File: src/rtl/multi_cycle_ctrl_pkg.sv
// rtl/multi_cycle_ctrl_pkg.sv - shared opcode, state and mux-select encodings for the RV32I multi-cycle control
package multi_cycle_ctrl_pkg;

    // Major opcodes retired by this core; anything else traps
    localparam logic [6:0] OP_LOAD  = 7'b0000011;
    localparam logic [6:0] OP_IMM   = 7'b0010011;
    localparam logic [6:0] OP_STORE = 7'b0100011;
    localparam logic [6:0] OP_R     = 7'b0110011;

    // 4-bit state encodings, also exported on the State debug port
    typedef enum logic [3:0] {
        S_IDLE   = 4'd0,
        S_FETCH  = 4'd1,
        S_DECODE = 4'd2,
        S_ADDR   = 4'd3,
        S_MEM_RD = 4'd4,
        S_MEM_WB = 4'd5,
        S_MEM_WR = 4'd6,
        S_EXEC_R = 4'd7,
        S_EXEC_I = 4'd8,
        S_ALU_WB = 4'd9,
        S_TRAP   = 4'd10
    } state_t;

    // ALU B-input select; 10 also picks the immediate generator output
    localparam logic [1:0] SRCB_RS2  = 2'b00;
    localparam logic [1:0] SRCB_FOUR = 2'b01;
    localparam logic [1:0] SRCB_IMM  = 2'b10;

    // ALU operation class handed to the ALU control
    localparam logic [1:0] ALUOP_ADD = 2'b00;
    localparam logic [1:0] ALUOP_R   = 2'b10;
    localparam logic [1:0] ALUOP_I   = 2'b11;

    // States that own a memory transaction and wait on MemReady
    function automatic logic is_mem_state(input state_t s);
        return (s == S_FETCH) || (s == S_MEM_RD) || (s == S_MEM_WR);
    endfunction

endpackage

File: src/rtl/multi_cycle_ctrl_mem_watchdog.sv
// rtl/multi_cycle_ctrl_mem_watchdog.sv - counts consecutive MemReady-low cycles and flags a stuck access
module mem_watchdog #(
    parameter int TO_W    = 8,
    parameter int TIMEOUT = 200
) (
    input  logic clk,
    input  logic rst_n,
    input  logic clear,
    input  logic inc,
    output logic expired
);

    // TIMEOUT of 0 turns the watchdog off entirely
    localparam bit            ENABLE = (TIMEOUT != 0);
    localparam logic [TO_W-1:0] LIMIT = TO_W'(TIMEOUT - 1);

    logic [TO_W-1:0] count;

    // Wait-cycle counter: clear wins over increment
    always_ff @(posedge clk or negedge rst_n) begin
        if (!rst_n) begin
            count <= '0;
        end else if (clear) begin
            count <= '0;
        end else if (inc) begin
            count <= count + TO_W'(1);
        end
    end

    // Fires on the wait cycle that would bring the count up to TIMEOUT;
    // a ready cycle never increments, so MemReady beats the timeout
    always_comb begin
        expired = ENABLE && inc && !clear && (count == LIMIT);
    end

endmodule

File: src/rtl/multi_cycle_ctrl.sv
// rtl/multi_cycle_ctrl.sv - main control FSM of the multi-cycle RV32I datapath
module multi_cycle_ctrl
    import multi_cycle_ctrl_pkg::*;
#(
    parameter int TO_W    = 8,
    parameter int TIMEOUT = 200,
    parameter int CNT_W   = 32
) (
    input  logic             clk,
    input  logic             rst_n,
    input  logic [6:0]       Opcode,
    input  logic             MemReady,
    output logic             PCWrite,
    output logic             IRWrite,
    output logic             IorD,
    output logic             MemRead,
    output logic             MemWrite,
    output logic             MemtoReg,
    output logic             RegWrite,
    output logic             ALUSrcA,
    output logic [1:0]       ALUSrcB,
    output logic [1:0]       ALUOp,
    output logic             Halt,
    output logic [CNT_W-1:0] InstRetired,
    output logic [3:0]       State
);

    state_t state;
    state_t next_state;
    logic   in_mem;
    logic   wd_clear;
    logic   wd_inc;
    logic   wd_expired;
    logic   retire;

    // Watchdog only runs while a memory state is stalled on MemReady
    always_comb begin
        in_mem   = is_mem_state(state);
        wd_clear = !in_mem || MemReady;
        wd_inc   = in_mem && !MemReady;
    end

    mem_watchdog #(
        .TO_W    (TO_W),
        .TIMEOUT (TIMEOUT)
    ) u_mem_watchdog (
        .clk     (clk),
        .rst_n   (rst_n),
        .clear   (wd_clear),
        .inc     (wd_inc),
        .expired (wd_expired)
    );

    // State register; async reset drops every strobe at once since outputs decode from state
    always_ff @(posedge clk or negedge rst_n) begin
        if (!rst_n) begin
            state <= S_IDLE;
        end else begin
            state <= next_state;
        end
    end

    // Next-state logic
    always_comb begin
        next_state = state;
        case (state)
            S_IDLE:   next_state = S_FETCH;
            S_FETCH: begin
                if (wd_expired)    next_state = S_TRAP;
                else if (MemReady) next_state = S_DECODE;
            end
            S_DECODE: begin
                case (Opcode)
                    OP_LOAD, OP_STORE: next_state = S_ADDR;
                    OP_IMM:            next_state = S_EXEC_I;
                    OP_R:              next_state = S_EXEC_R;
                    default:           next_state = S_TRAP;
                endcase
            end
            S_ADDR: begin
                case (Opcode)
                    OP_LOAD:  next_state = S_MEM_RD;
                    OP_STORE: next_state = S_MEM_WR;
                    default:  next_state = S_TRAP;
                endcase
            end
            S_MEM_RD: begin
                if (wd_expired)    next_state = S_TRAP;
                else if (MemReady) next_state = S_MEM_WB;
            end
            S_MEM_WB: next_state = S_FETCH;
            S_MEM_WR: begin
                if (wd_expired)    next_state = S_TRAP;
                else if (MemReady) next_state = S_FETCH;
            end
            S_EXEC_R: next_state = S_ALU_WB;
            S_EXEC_I: next_state = S_ALU_WB;
            S_ALU_WB: next_state = S_FETCH;
            S_TRAP:   next_state = S_TRAP;
            default:  next_state = S_TRAP;
        endcase
    end

    // Output decode; IRWrite/PCWrite are Mealy on the FETCH completion cycle
    always_comb begin
        PCWrite  = 1'b0;
        IRWrite  = 1'b0;
        IorD     = 1'b0;
        MemRead  = 1'b0;
        MemWrite = 1'b0;
        MemtoReg = 1'b0;
        RegWrite = 1'b0;
        ALUSrcA  = 1'b0;
        ALUSrcB  = SRCB_RS2;
        ALUOp    = ALUOP_ADD;
        Halt     = 1'b0;
        case (state)
            S_FETCH: begin
                MemRead = 1'b1;
                ALUSrcB = SRCB_FOUR;
                if (MemReady) begin
                    IRWrite = 1'b1;
                    PCWrite = 1'b1;
                end
            end
            S_ADDR: begin
                ALUSrcA = 1'b1;
                ALUSrcB = SRCB_IMM;
            end
            S_MEM_RD: begin
                MemRead = 1'b1;
                IorD    = 1'b1;
            end
            S_MEM_WB: begin
                RegWrite = 1'b1;
                MemtoReg = 1'b1;
            end
            S_MEM_WR: begin
                MemWrite = 1'b1;
                IorD     = 1'b1;
            end
            S_EXEC_R: begin
                ALUSrcA = 1'b1;
                ALUOp   = ALUOP_R;
            end
            S_EXEC_I: begin
                ALUSrcA = 1'b1;
                ALUSrcB = SRCB_IMM;
                ALUOp   = ALUOP_I;
            end
            S_ALU_WB: RegWrite = 1'b1;
            S_TRAP:   Halt     = 1'b1;
            default:  ;
        endcase
        State = state;
    end

    // An instruction retires when a write-back or store state hands over to FETCH
    always_comb begin
        retire = (next_state == S_FETCH) &&
                 ((state == S_MEM_WB) || (state == S_MEM_WR) || (state == S_ALU_WB));
    end

    // Retired-instruction counter, wraps naturally
    always_ff @(posedge clk or negedge rst_n) begin
        if (!rst_n) begin
            InstRetired <= '0;
        end else if (retire) begin
            InstRetired <= InstRetired + CNT_W'(1);
        end
    end

endmodule

File: config.mk
export PLATFORM = sky130hd
export DESIGN_NAME = multi_cycle_ctrl
export DESIGN_NICKNAME = d
export VERILOG_FILES = /design/src/rtl/multi_cycle_ctrl_pkg.sv /design/src/rtl/multi_cycle_ctrl_mem_watchdog.sv /design/src/rtl/multi_cycle_ctrl.sv
export SDC_FILE = /design/constraint.sdc
export NUM_CORES = 1
export LEC_CHECK = 0
export ABC_AREA = 1
export BUFFER_PORTS_ARGS = -buffer_cell sky130_fd_sc_hd__buf_2
export CORE_MARGIN = 1
export CORE_UTILIZATION = 61
export CTS_CLUSTER_DIAMETER = 120
export CTS_CLUSTER_SIZE = 25
export DETAILED_ROUTE_END_ITERATION = 7
export GPL_ROUTABILITY_DRIVEN = 0
export GPL_TIMING_DRIVEN = 1
export HOLD_SLACK_MARGIN = 0.1
export PLACE_DENSITY = 0.86
export SYNTH_ARGS = -nofsm -noshare
export SYNTH_HDL_FRONTEND = slang
export SYNTH_HIERARCHICAL = 1
export SYNTH_SLANG_ARGS = --single-unit
File: constraint.sdc
create_clock -name clk -period 8.24 [get_ports clk]
set_clock_uncertainty 0.2 [all_clocks]
set_input_delay 1.648 -clock clk [delete_from_list [all_inputs] [get_ports clk]]
set_output_delay 1.648 -clock clk [all_outputs]
set_load 0.05 [all_outputs]
==> results of run 1 <==
## cells by family after synthesis
family                     synth area share
and+or+nand+nor                       0.497
buffers and inverters                0.0780
DFF                                   0.345
AOI/OAI and AO/OA                    0.0298
xor gates and xnor gates             0.0384
adders and majority gates            0.0118
## routing by layer
layer | global-route usage | part of all wire | routed length (um)
met3 | 0.0501 | 0.074 | 601
met2 | 0.483 | 0.44 | 3610
met4 | 0.126 | 0.018 | 151
met5 | 0 | 0 | 0
met1 | 0.460 | 0.47 | 3800
## per-stage QoR
| step | hold WS (ns) | utilization | setup slack [ns] |
|---|---|---|---|
| after floorplan | 0.266 | - | 3.64 |
| after global placement | 0.304 | 0.713 | 3.58 |
| after detailed placement | 0.318 | 0.713 | 3.29 |
| after CTS | 0.330 | 0.739 | 3.63 |
| after global routing | 0.364 | 0.739 | 3.25 |
| final | 0.333 | 0.739 | 3.56 |
## worst max-delay path: stages
cell and delay, ns:
buf_2 0.13, nor2_1 0.39, inv_1 0.13, inv_2 0.15
nand2_1 0.06, nor3_1 0.41, inv_1 0.11, o21ai_0 0.12
nand3b_1 0.14, nand3_1 0.10, nor2_2 0.97, nand4_1 0.21
nand2_1 0.12
## placed cells by master, fill, tap and decap left out, types with 5 or more instances in the layout
cell and count:
a21oi_1 9, buf_2 58, clkbuf_8 7, dfrtp_1 44
inv_1 36, inv_2 5, nand2_1 194, nand3_1 23
nand3b_1 14, nand4_1 36, nor2_1 68, nor2_2 9
nor3_1 5, xor2_1 12
## state kept, by name (all words and copies together), names as in the netlist
| register | cells |
|---|---|
| u_mem_watchdog/count | 8 |
| State | 4 |
| InstRetired | 32 |
## cell type report
type / instances / area, um2 / area share
clock buffers: 7 / 96.3 / 0.0267
clock inverters: 1 / 30.0 / 0.00833
inverters: 41 / 154 / 0.0427
multi-input cells: 393 / 1840 / 0.511
flip-flops and latches: 44 / 1100 / 0.305
well taps: 67 / 83.8 / 0.0233
repair buffers: 59 / 298 / 0.0826
## worst paths after layout
kind,start,end,slack (ns)
setup / recovery,MemReady,InstRetired[5],3.56
hold / removal,u_mem_watchdog/count[3],u_mem_watchdog/count[3],0.33
setup reg to reg,State[2],InstRetired[5],4.04
hold reg to reg,u_mem_watchdog/count[3],u_mem_watchdog/count[3],0.33
max in group asynchronous,rst_n,InstRetired[1],5.94
min in group asynchronous,rst_n,State[1],1.29
## power by group
group / leakage [nW] / internal (W) / total (W) / switching [W]
Clock: 0.0645 / 0.000107 / 0.000185 / 0.0000775
Combinational: 1.26 / 0.0000862 / 0.000443 / 0.000357
Sequential: 0.606 / 0.000232 / 0.000258 / 0.0000254
Total: 1.93 / 0.000425 / 0.000885 / 0.000460
==> summary.md, run 1 <==
| Metric | Value |
|---|---|
| Yosys reg bits | 44 |
| Core ar. | 4880 um2 |
| GR Util All Layers | 0.319 |
| Syn_nets | 505 |
| DRC Markers | 0 |
| Initial Utilization | 0.654 |
| Post CTS Setup Buffer Count | 0 |
| Fillers | 418 |
| Peak VDD IR | 0.000236 V |
| Fin area | 3600 um2 |
| 1st-iter DRT viols | 378 |
| TritonRoute pass-1 iters | 5 |
| CTS resizes | 0 |
| Hold depth | 1 |
| Die Wd | 74.3 um |
| Clock Latency Late Sink | 0.31 ns |
| Clk root buf | clkbuf_8 |
| CP Max Fanout | 32 |
| I/O pin cnt | 59 |
| Relative slew slack | 0.170 |
| H-Tree Depth | 2 |
| FP Rows | 25 |
| Initial antenna violation count | 0 |
| Routed len/inst | 13.3 um |
| Worst Tran Pin Value | 1.24 ns |
| Hold Vio Cnt, Final | 0 |
| Pleak | 1.93 nW |
| Synth area leader | dfrtp_1 |
| ANT nets after route | 0 |
| Yosys top cell area share | 0.345 |
| Placed cell count | 604 |
| Clk sink count | 44 |
| R2r worst-path depth | 16 |
| Outcome | completed |
| Die ar. | 5530 um2 |
| Async set-or-reset flop fraction in the synthesized netlist | 1.00 |
| Most used DFF post-synth | dfrtp_1 |
| Pin count of the biggest net entering global routing | 45 |
| Distinct cells, synth | 28 |
| Synth area leaders | dfrtp_1, nand2_1, nor2_1 |
| # setup viols final | 0 |
| Post-synthesis sequential area ratio | 0.345 |
| Final wirelength | 8.17 mm |
| Vias per inst | 5.56 |
| Via count | 3401 |
| Setup crit end kind | flip-flop |
| Max cap viols | 0 |
| Avg Inst Size Synth | 6.49 um2 |
| # diodes | 0 |
| Fin nets | 557 |
| Grt ovf | 0 |
| Period minus WS final | 4.68 ns |
| Total power | 0.000885 W |
| Vias in the first global route | 2970 |
| Hold Crit Class | flip-flop to flip-flop |
| CTS Buffer Depth | 2 |
| Syn Inst Count | 492 |
| First-pass GRT wire length | 13.6 mm |
| Final Non-Filler Cells | 612 |
| Area delta synth->final | 12.9% |
| Synthesized cell area | 3190 um2 |
| Max frequency | 214 MHz |
| CP required | 8.27 ns |
| Dpl cell area | 3480 um2 |
| Post-DP HPWL | 5.88 mm |
| Hold-fix buffers at CTS | 0 |
| Die Y | 74.3 um |
| CP Launch Type | input port |
| Synth cell count leaders | nand2_1, nor2_1, dfrtp_1, inv_1, nand4_1 |
| Fin. max-slew vios | 0 |
| Num CTS Buffers | 5 |
| Setup TNS | 0 ns |
| Share of cells above drive strength 1 | 0.163 |
| CTS clk-pin slew, worst paths | 0.08 ns |
| PortBufs | 58 |
| Pwr Density | 246 nW/um2 |
| Final worst-path cycle share | 0.568 |
| Number of synthesized flops with an enable pin | 0 |
| RSZ-0062 raised after global routing | false |
| Most numerous cell in the Yosys netlist | nand2_1 |
| WS Path Type | input port to flip-flop |
| Arr. time, crit path | 4.71 ns |
| Ys Warns | 6 |
| CTS tree | done |
No activity file was read; power rests on OpenSTA's default activity.
==> run 2: changes to the inputs <==
--- a/config.mk
+++ b/config.mk
@@ -5,17 +5,17 @@
 export SDC_FILE = /design/constraint.sdc
 export NUM_CORES = 1
 export LEC_CHECK = 0
-export ABC_AREA = 1
+export ABC_AREA = 0
 export BUFFER_PORTS_ARGS = -buffer_cell sky130_fd_sc_hd__buf_2
 export CORE_MARGIN = 1
-export CORE_UTILIZATION = 61
+export CORE_UTILIZATION = 53
 export CTS_CLUSTER_DIAMETER = 120
 export CTS_CLUSTER_SIZE = 25
 export DETAILED_ROUTE_END_ITERATION = 7
 export GPL_ROUTABILITY_DRIVEN = 0
 export GPL_TIMING_DRIVEN = 1
 export HOLD_SLACK_MARGIN = 0.1
-export PLACE_DENSITY = 0.86
+export PLACE_DENSITY = 0.8
 export SYNTH_ARGS = -nofsm -noshare
 export SYNTH_HDL_FRONTEND = slang
 export SYNTH_HIERARCHICAL = 1
==> constraint.sdc (replaced) <==
create_clock -name clk -period 4.4 [get_ports clk]
set_clock_uncertainty 0.2 [all_clocks]
set_input_delay 0.88 -clock clk [delete_from_list [all_inputs] [get_ports clk]]
set_output_delay 0.88 -clock clk [all_outputs]
set_load 0.05 [all_outputs]
==> summary.md, run 2 <==
| Metric | Value |
|---|---|
| Initial antenna violation count | 0 |
| Synth cell count leaders | dfrtp_1, xnor2_1, nand2_1, nor2_1, nand4_1 |
| Via count | 1906 |
| Final wirelength | 4.67 mm |
| Net Sw Frac | 0.413 |
| GR Util All Layers | 0.222 |
| CTS resizes | 0 |
| Yosys top cell area share | 0.475 |
| CP Launch Type | flip-flop |
| Distinct cells, synth | 39 |
| Combinational power share | 0.343 |
| Max frequency | 257 MHz |
| Pin count of the biggest net entering global routing | 45 |
| Max cap viols | 0 |
| Peak VDD IR | 0.000447 V |
| Grt ovf | 0 |
| Fin area | 2720 um2 |
| Die Wd | 68.1 um |
| H-Tree Depth | 2 |
| Final core occ | 0.665 |
| Yosys reg bits | 44 |
| PortBufs | 58 |
| Min-delay src | InstRetired[5] |
| FP Rows | 23 |
| CTS clk-pin slew, worst paths | 0.08 ns |
| Ys Warns | 6 |
| Max FFs per register | 32 |
| Syn_nets | 251 |
| Relative slew slack | 0.362 |
| Fin. max-slew vios | 0 |
| Synth area leaders | dfrtp_1, xnor2_1, nand4_1 |
| Core ar. | 4090 um2 |
| # diodes | 0 |
| First-pass GRT wire length | 7.51 mm |
| Async set-or-reset flop fraction in the synthesized netlist | 1.00 |
| Number of synthesized flops with an enable pin | 0 |
| Hold Crit Class | flip-flop to flip-flop |
| Hold-fix buffers at CTS | 0 |
| Final worst-path cycle share | 0.884 |
| CTS Buffer Depth | 2 |
| CTS tree | done |
| P_sw | 0.000468 W |
| ANT nets after route | 0 |
| Worst Tran Pin Value | 0.957 ns |
| Setup crit end kind | flip-flop |
| Period minus WS final | 3.89 ns |
| Part of the power in registers | 0.423 |
| Dpl cell area | 2620 um2 |
| CP required | 4.42 ns |
| Die ar. | 4640 um2 |
| Clk root buf | clkbuf_8 |
| WS Path Type | flip-flop to flip-flop |
| Fin nets | 307 |
| Clock network power share | 0.235 |
| Most numerous cell in the Yosys netlist | dfrtp_1 |
| I/O pin cnt | 59 |
| # setup viols final | 0 |
| Arr. time, crit path | 3.91 ns |
| RSZ-0062 raised after global routing | false |
| DRC Markers | 0 |
| Num CTS Buffers | 5 |
| Pwr Density | 416 nW/um2 |
| 1st-iter DRT viols | 117 |
| Critical path startpoint | State[0] |
| R2r worst-path depth | 11 |
| Hold depth | 1 |
| Most used DFF post-synth | dfrtp_1 |
| Avg Inst Size Synth | 9.74 um2 |
| Synth area leader | dfrtp_1 |
| Largest reg by FF count | InstRetired |
| Outcome | completed |
| Hold Vio Cnt, Final | 0 |
| Most frequent cells in the layout | buf_2, dfrtp_1, xnor2_1 |
| Vias per inst | 5.52 |
| Initial Utilization | 0.567 |
| Clk sink count | 44 |
| Post-DP HPWL | 3.35 mm |
| CP Max Fanout | 17 |
| Internal power | 0.000663 W |
| Post-synthesis sequential area ratio | 0.475 |
| Share of cells above drive strength 1 | 0.241 |
| Clock Latency Late Sink | 0.30 ns |
| Worst r2r src | State[0] |
| TritonRoute pass-1 iters | 4 |
| Die Y | 68.1 um |
| Area delta synth->final | 17.2% |
| Pleak | 1.38 nW |
| Commonest non-fill, non-tap cell in the layout | buf_2 |
| Syn Inst Count | 238 |
| Vias in the first global route | 1640 |
| Setup TNS | 0 ns |
| Post CTS Setup Buffer Count | 0 |
| Routed len/inst | 13.5 um |
| Synthesized cell area | 2320 um2 |
-- run 2: cells by family after synthesis --
kind of cell,Yosys count,synth area share
flops,44,0.475
xor+xnor,35,0.132
buf+inv,17,0.0351
fa+ha+maj,3,0.0162
mux,4,0.0183
compound gates,32,0.0880
simple gates,103,0.235
-- run 2: final timing paths --
check	slack, ns	end
min in group asynchronous	0.53	State[3]
setup reg to reg	0.51	InstRetired[31]
setup / recovery	0.51	InstRetired[31]
hold / removal	0.29	InstRetired[5]
max in group asynchronous	2.88	State[2]
hold reg to reg	0.29	InstRetired[5]
-- run 2: final cells by class --
cell class	count	area (um2)
multi-input combinational	177	1140
inverter	7	26.3
sequential	44	1100
clock buffer	7	86.3
clock inverter	1	7.51
timing repair buffer	59	298
tap	50	62.6
fill	336	1370
-- run 2: critical path: stages (launching register included) --
cell      delay [ns]
dfrtp_1         0.64
nand2b_1        0.25
o21ai_0         0.20
nand2_1         0.22
inv_1           0.26
nand4_1         0.12
nor4_1          0.68
and4bb_1        0.31
o21ba_1         0.19
o2111a_1        0.39
nand4_1         0.20
xnor2_1         0.14
-- run 2: metrics by stage --
stage / hold WS, ns / instances / power, W / worst slack, ns
2_1_floorplan: 0.322 / 238 / 0.000784 / 1.09
3_3_place_gp: 0.273 / 337 / 0.000870 / 0.767
3_5_place_dp: 0.272 / 337 / 0.000874 / 0.586
4_1_cts: 0.287 / 345 / 0.00114 / 0.580
5_1_grt: 0.307 / 345 / 0.00119 / 0.292
6_report: 0.285 / 345 / 0.00113 / 0.509
-- run 2: power by group through the flow --
stage,Sequential (W),Clock [W],Combinational (W)
after floorplan,0.000555,0,0.000229
after global placement,0.000486,0,0.000384
after detailed placement,0.000486,0,0.000388
after CTS,0.000478,0.000271,0.000390
after global routing,0.000484,0.000289,0.000419
final,0.000478,0.000265,0.000388
-- run 2: metal layers --
layer | global-route usage | part of all wire
met1 | 0.295 | 0.47
met2 | 0.348 | 0.47
met3 | 0.0500 | 0.047
met4 | 0.0885 | 0.015
met5 | 0 | 0
==> run 3: changes to the inputs <==
--- a/config.mk
+++ b/config.mk
@@ -15,7 +15,7 @@
 export GPL_ROUTABILITY_DRIVEN = 0
 export GPL_TIMING_DRIVEN = 1
 export HOLD_SLACK_MARGIN = 0.1
-export PLACE_DENSITY = 0.8
+export PLACE_DENSITY_LB_ADDON = 0.05
 export SYNTH_ARGS = -nofsm -noshare
 export SYNTH_HDL_FRONTEND = slang
 export SYNTH_HIERARCHICAL = 1
==> summary.md, run 3 (synthesis results as in run 2) <==
| Metric | Value |
|---|---|
| Clock network power share | 0.236 |
| Combinational power share | 0.332 |
| Min Hold Slack | 0.272 ns |
| Most frequent cells in the layout | buf_2, dfrtp_1, xnor2_1 |
| Num CTS Buffers | 5 |
| I/O pin cnt | 59 |
| Worst Tran Pin Value | 0.943 ns |
| Final worst-path cycle share | 0.785 |
| Arr. time, crit path | 3.47 ns |
| Register area | 1100 um2 |
| CP required | 4.41 ns |
| ANT nets after route | 0 |
| CTS resizes | 0 |
| Fillers | 355 |
| TritonRoute pass-1 iters | 4 |
| Area delta synth->final | 17.3% |
| # setup viols final | 0 |
| Grt ovf | 0 |
| Period minus WS final | 3.45 ns |
| Hold Crit Class | flip-flop to flip-flop |
| WS Path Type | flip-flop to flip-flop |
| Clock Latency Late Sink | 0.30 ns |
| CTS tree | done |
| RSZ-0062 raised after global routing | false |
| Part of the power in registers | 0.432 |
| Largest reg by FF count | InstRetired |
| Clk root buf | clkbuf_8 |
| Pleak | 1.39 nW |
| Hold Vio Cnt, Final | 0 |
| R2r setup slk | 0.95 ns |
| Die ar. | 4640 um2 |
| Setup crit end kind | flip-flop |
| Relative slew slack | 0.371 |
| CTS Buffer Depth | 2 |
| Setup TNS | 0 ns |
| First-pass GRT wire length | 7.51 mm |
| Fin nets | 307 |
| Internal power | 0.000660 W |
| Dpl cell area | 2620 um2 |
| Share of cells above drive strength 1 | 0.244 |
| Commonest non-fill, non-tap cell in the layout | buf_2 |
| Net Sw Frac | 0.415 |
| CP Max Fanout | 17 |
| Max cap viols | 0 |
| Hold-fix buffers at CTS | 0 |
| GR Util All Layers | 0.222 |
| PortBufs | 58 |
| P_sw | 0.000467 W |
| Pin count of the biggest net entering global routing | 45 |
| DRC Markers | 0 |
| CP Launch Type | flip-flop |
| 1st-iter DRT viols | 124 |
| Post CTS Setup Buffer Count | 0 |
| Die Wd | 68.1 um |
| H-Tree Depth | 2 |
| FP Rows | 23 |
| Footprint of the multi-input gates | 1140 um2 |
| Max FFs per register | 32 |
| Post-DP HPWL | 3.25 mm |
| Routed len/inst | 13.1 um |
| Via count | 1880 |
| Pwr Density | 414 nW/um2 |
| Vias in the first global route | 1649 |
| Final wirelength | 4.53 mm |
| Initial antenna violation count | 0 |
| Die Y | 68.1 um |
| # diodes | 0 |
| Pre-CTS worst setup slack | 0.877 ns |
| Peak VDD IR | 0.000292 V |
| Fin area | 2720 um2 |
| Clk sink count | 44 |
| Core ar. | 4090 um2 |
| Vias per inst | 5.45 |
| Initial Utilization | 0.567 |
| Outcome | completed |
| Max frequency | 290 MHz |
| CTS clk-pin slew, worst paths | 0.09 ns |
| Setup ws final | 0.947 ns |
| Fin. max-slew vios | 0 |
[run 3: cell types whose count changed in the layout (fill, tap and decap cells not counted), sizes merged]
| cell | delta |
|---|---|
| clkbuf | -1 |
| clkinv | +1 |
| clkinvlp | -1 |
| inv | +1 |
[run 3: metrics by stage]
| step | utilization | cells | power (W) |
|---|---|---|---|
| floorplan | - | 238 | 0.000784 |
| global placement | 0.642 | 337 | 0.000868 |
| detailed placement | 0.642 | 337 | 0.000869 |
| CTS | 0.666 | 345 | 0.00114 |
| global route | 0.666 | 345 | 0.00119 |
| finish | 0.666 | 345 | 0.00113 |
[run 3: path summary, 6_finish.rpt]
kind | to | depth (start not counted) | start
worst max-delay path | InstRetired[15] | 12 | State[0]
worst min-delay path | InstRetired[31] | 1 | InstRetired[31]
worst max register to register | InstRetired[15] | 12 | State[0]
worst min register to register | InstRetired[31] | 1 | InstRetired[31]
max in group asynchronous | InstRetired[14] | 1 | rst_n
min in group asynchronous | u_mem_watchdog/count[2] | 1 | rst_n
[run 3: power groups by stage]
stage | Sequential, W | Combinational [W] | Clock, W
after floorplan | 0.000555 | 0.000229 | 0
after global placement | 0.000494 | 0.000374 | 0
after detailed placement | 0.000494 | 0.000375 | 0
after CTS | 0.000486 | 0.000376 | 0.000273
after global routing | 0.000495 | 0.000403 | 0.000290
final | 0.000487 | 0.000374 | 0.000266
[run 3: final cells by class]
type,instances,area share
multi-input combinational,177,0.418
clock buffer,6,0.0304
inverter,7,0.00966
sequential,44,0.405
clock inverter,2,0.00506
tap,50,0.0230
timing repair buffer,59,0.109
[run 3: worst max-delay path, cell delays in order, from the launching register on]
cell and delay (ns):
dfrtp_1 0.64, nand2b_1 0.20, o21ai_0 0.18, nand2_1 0.22, inv_1 0.26, nand4_1 0.12
nor4_1 0.23, buf_4 0.18, and4bb_1 0.24, o21ba_1 0.20, o2111a_1 0.39, nand4_1 0.18
xnor2_1 0.13
[run 3: routing by layer]
metal  vias up  global-route usage  wire length, um
li1        941                   -                -
met4         0              0.0755               60
met5         -                   0                0
met1       889               0.298             2140
met3         6              0.0633              210
met2        44               0.344             2130
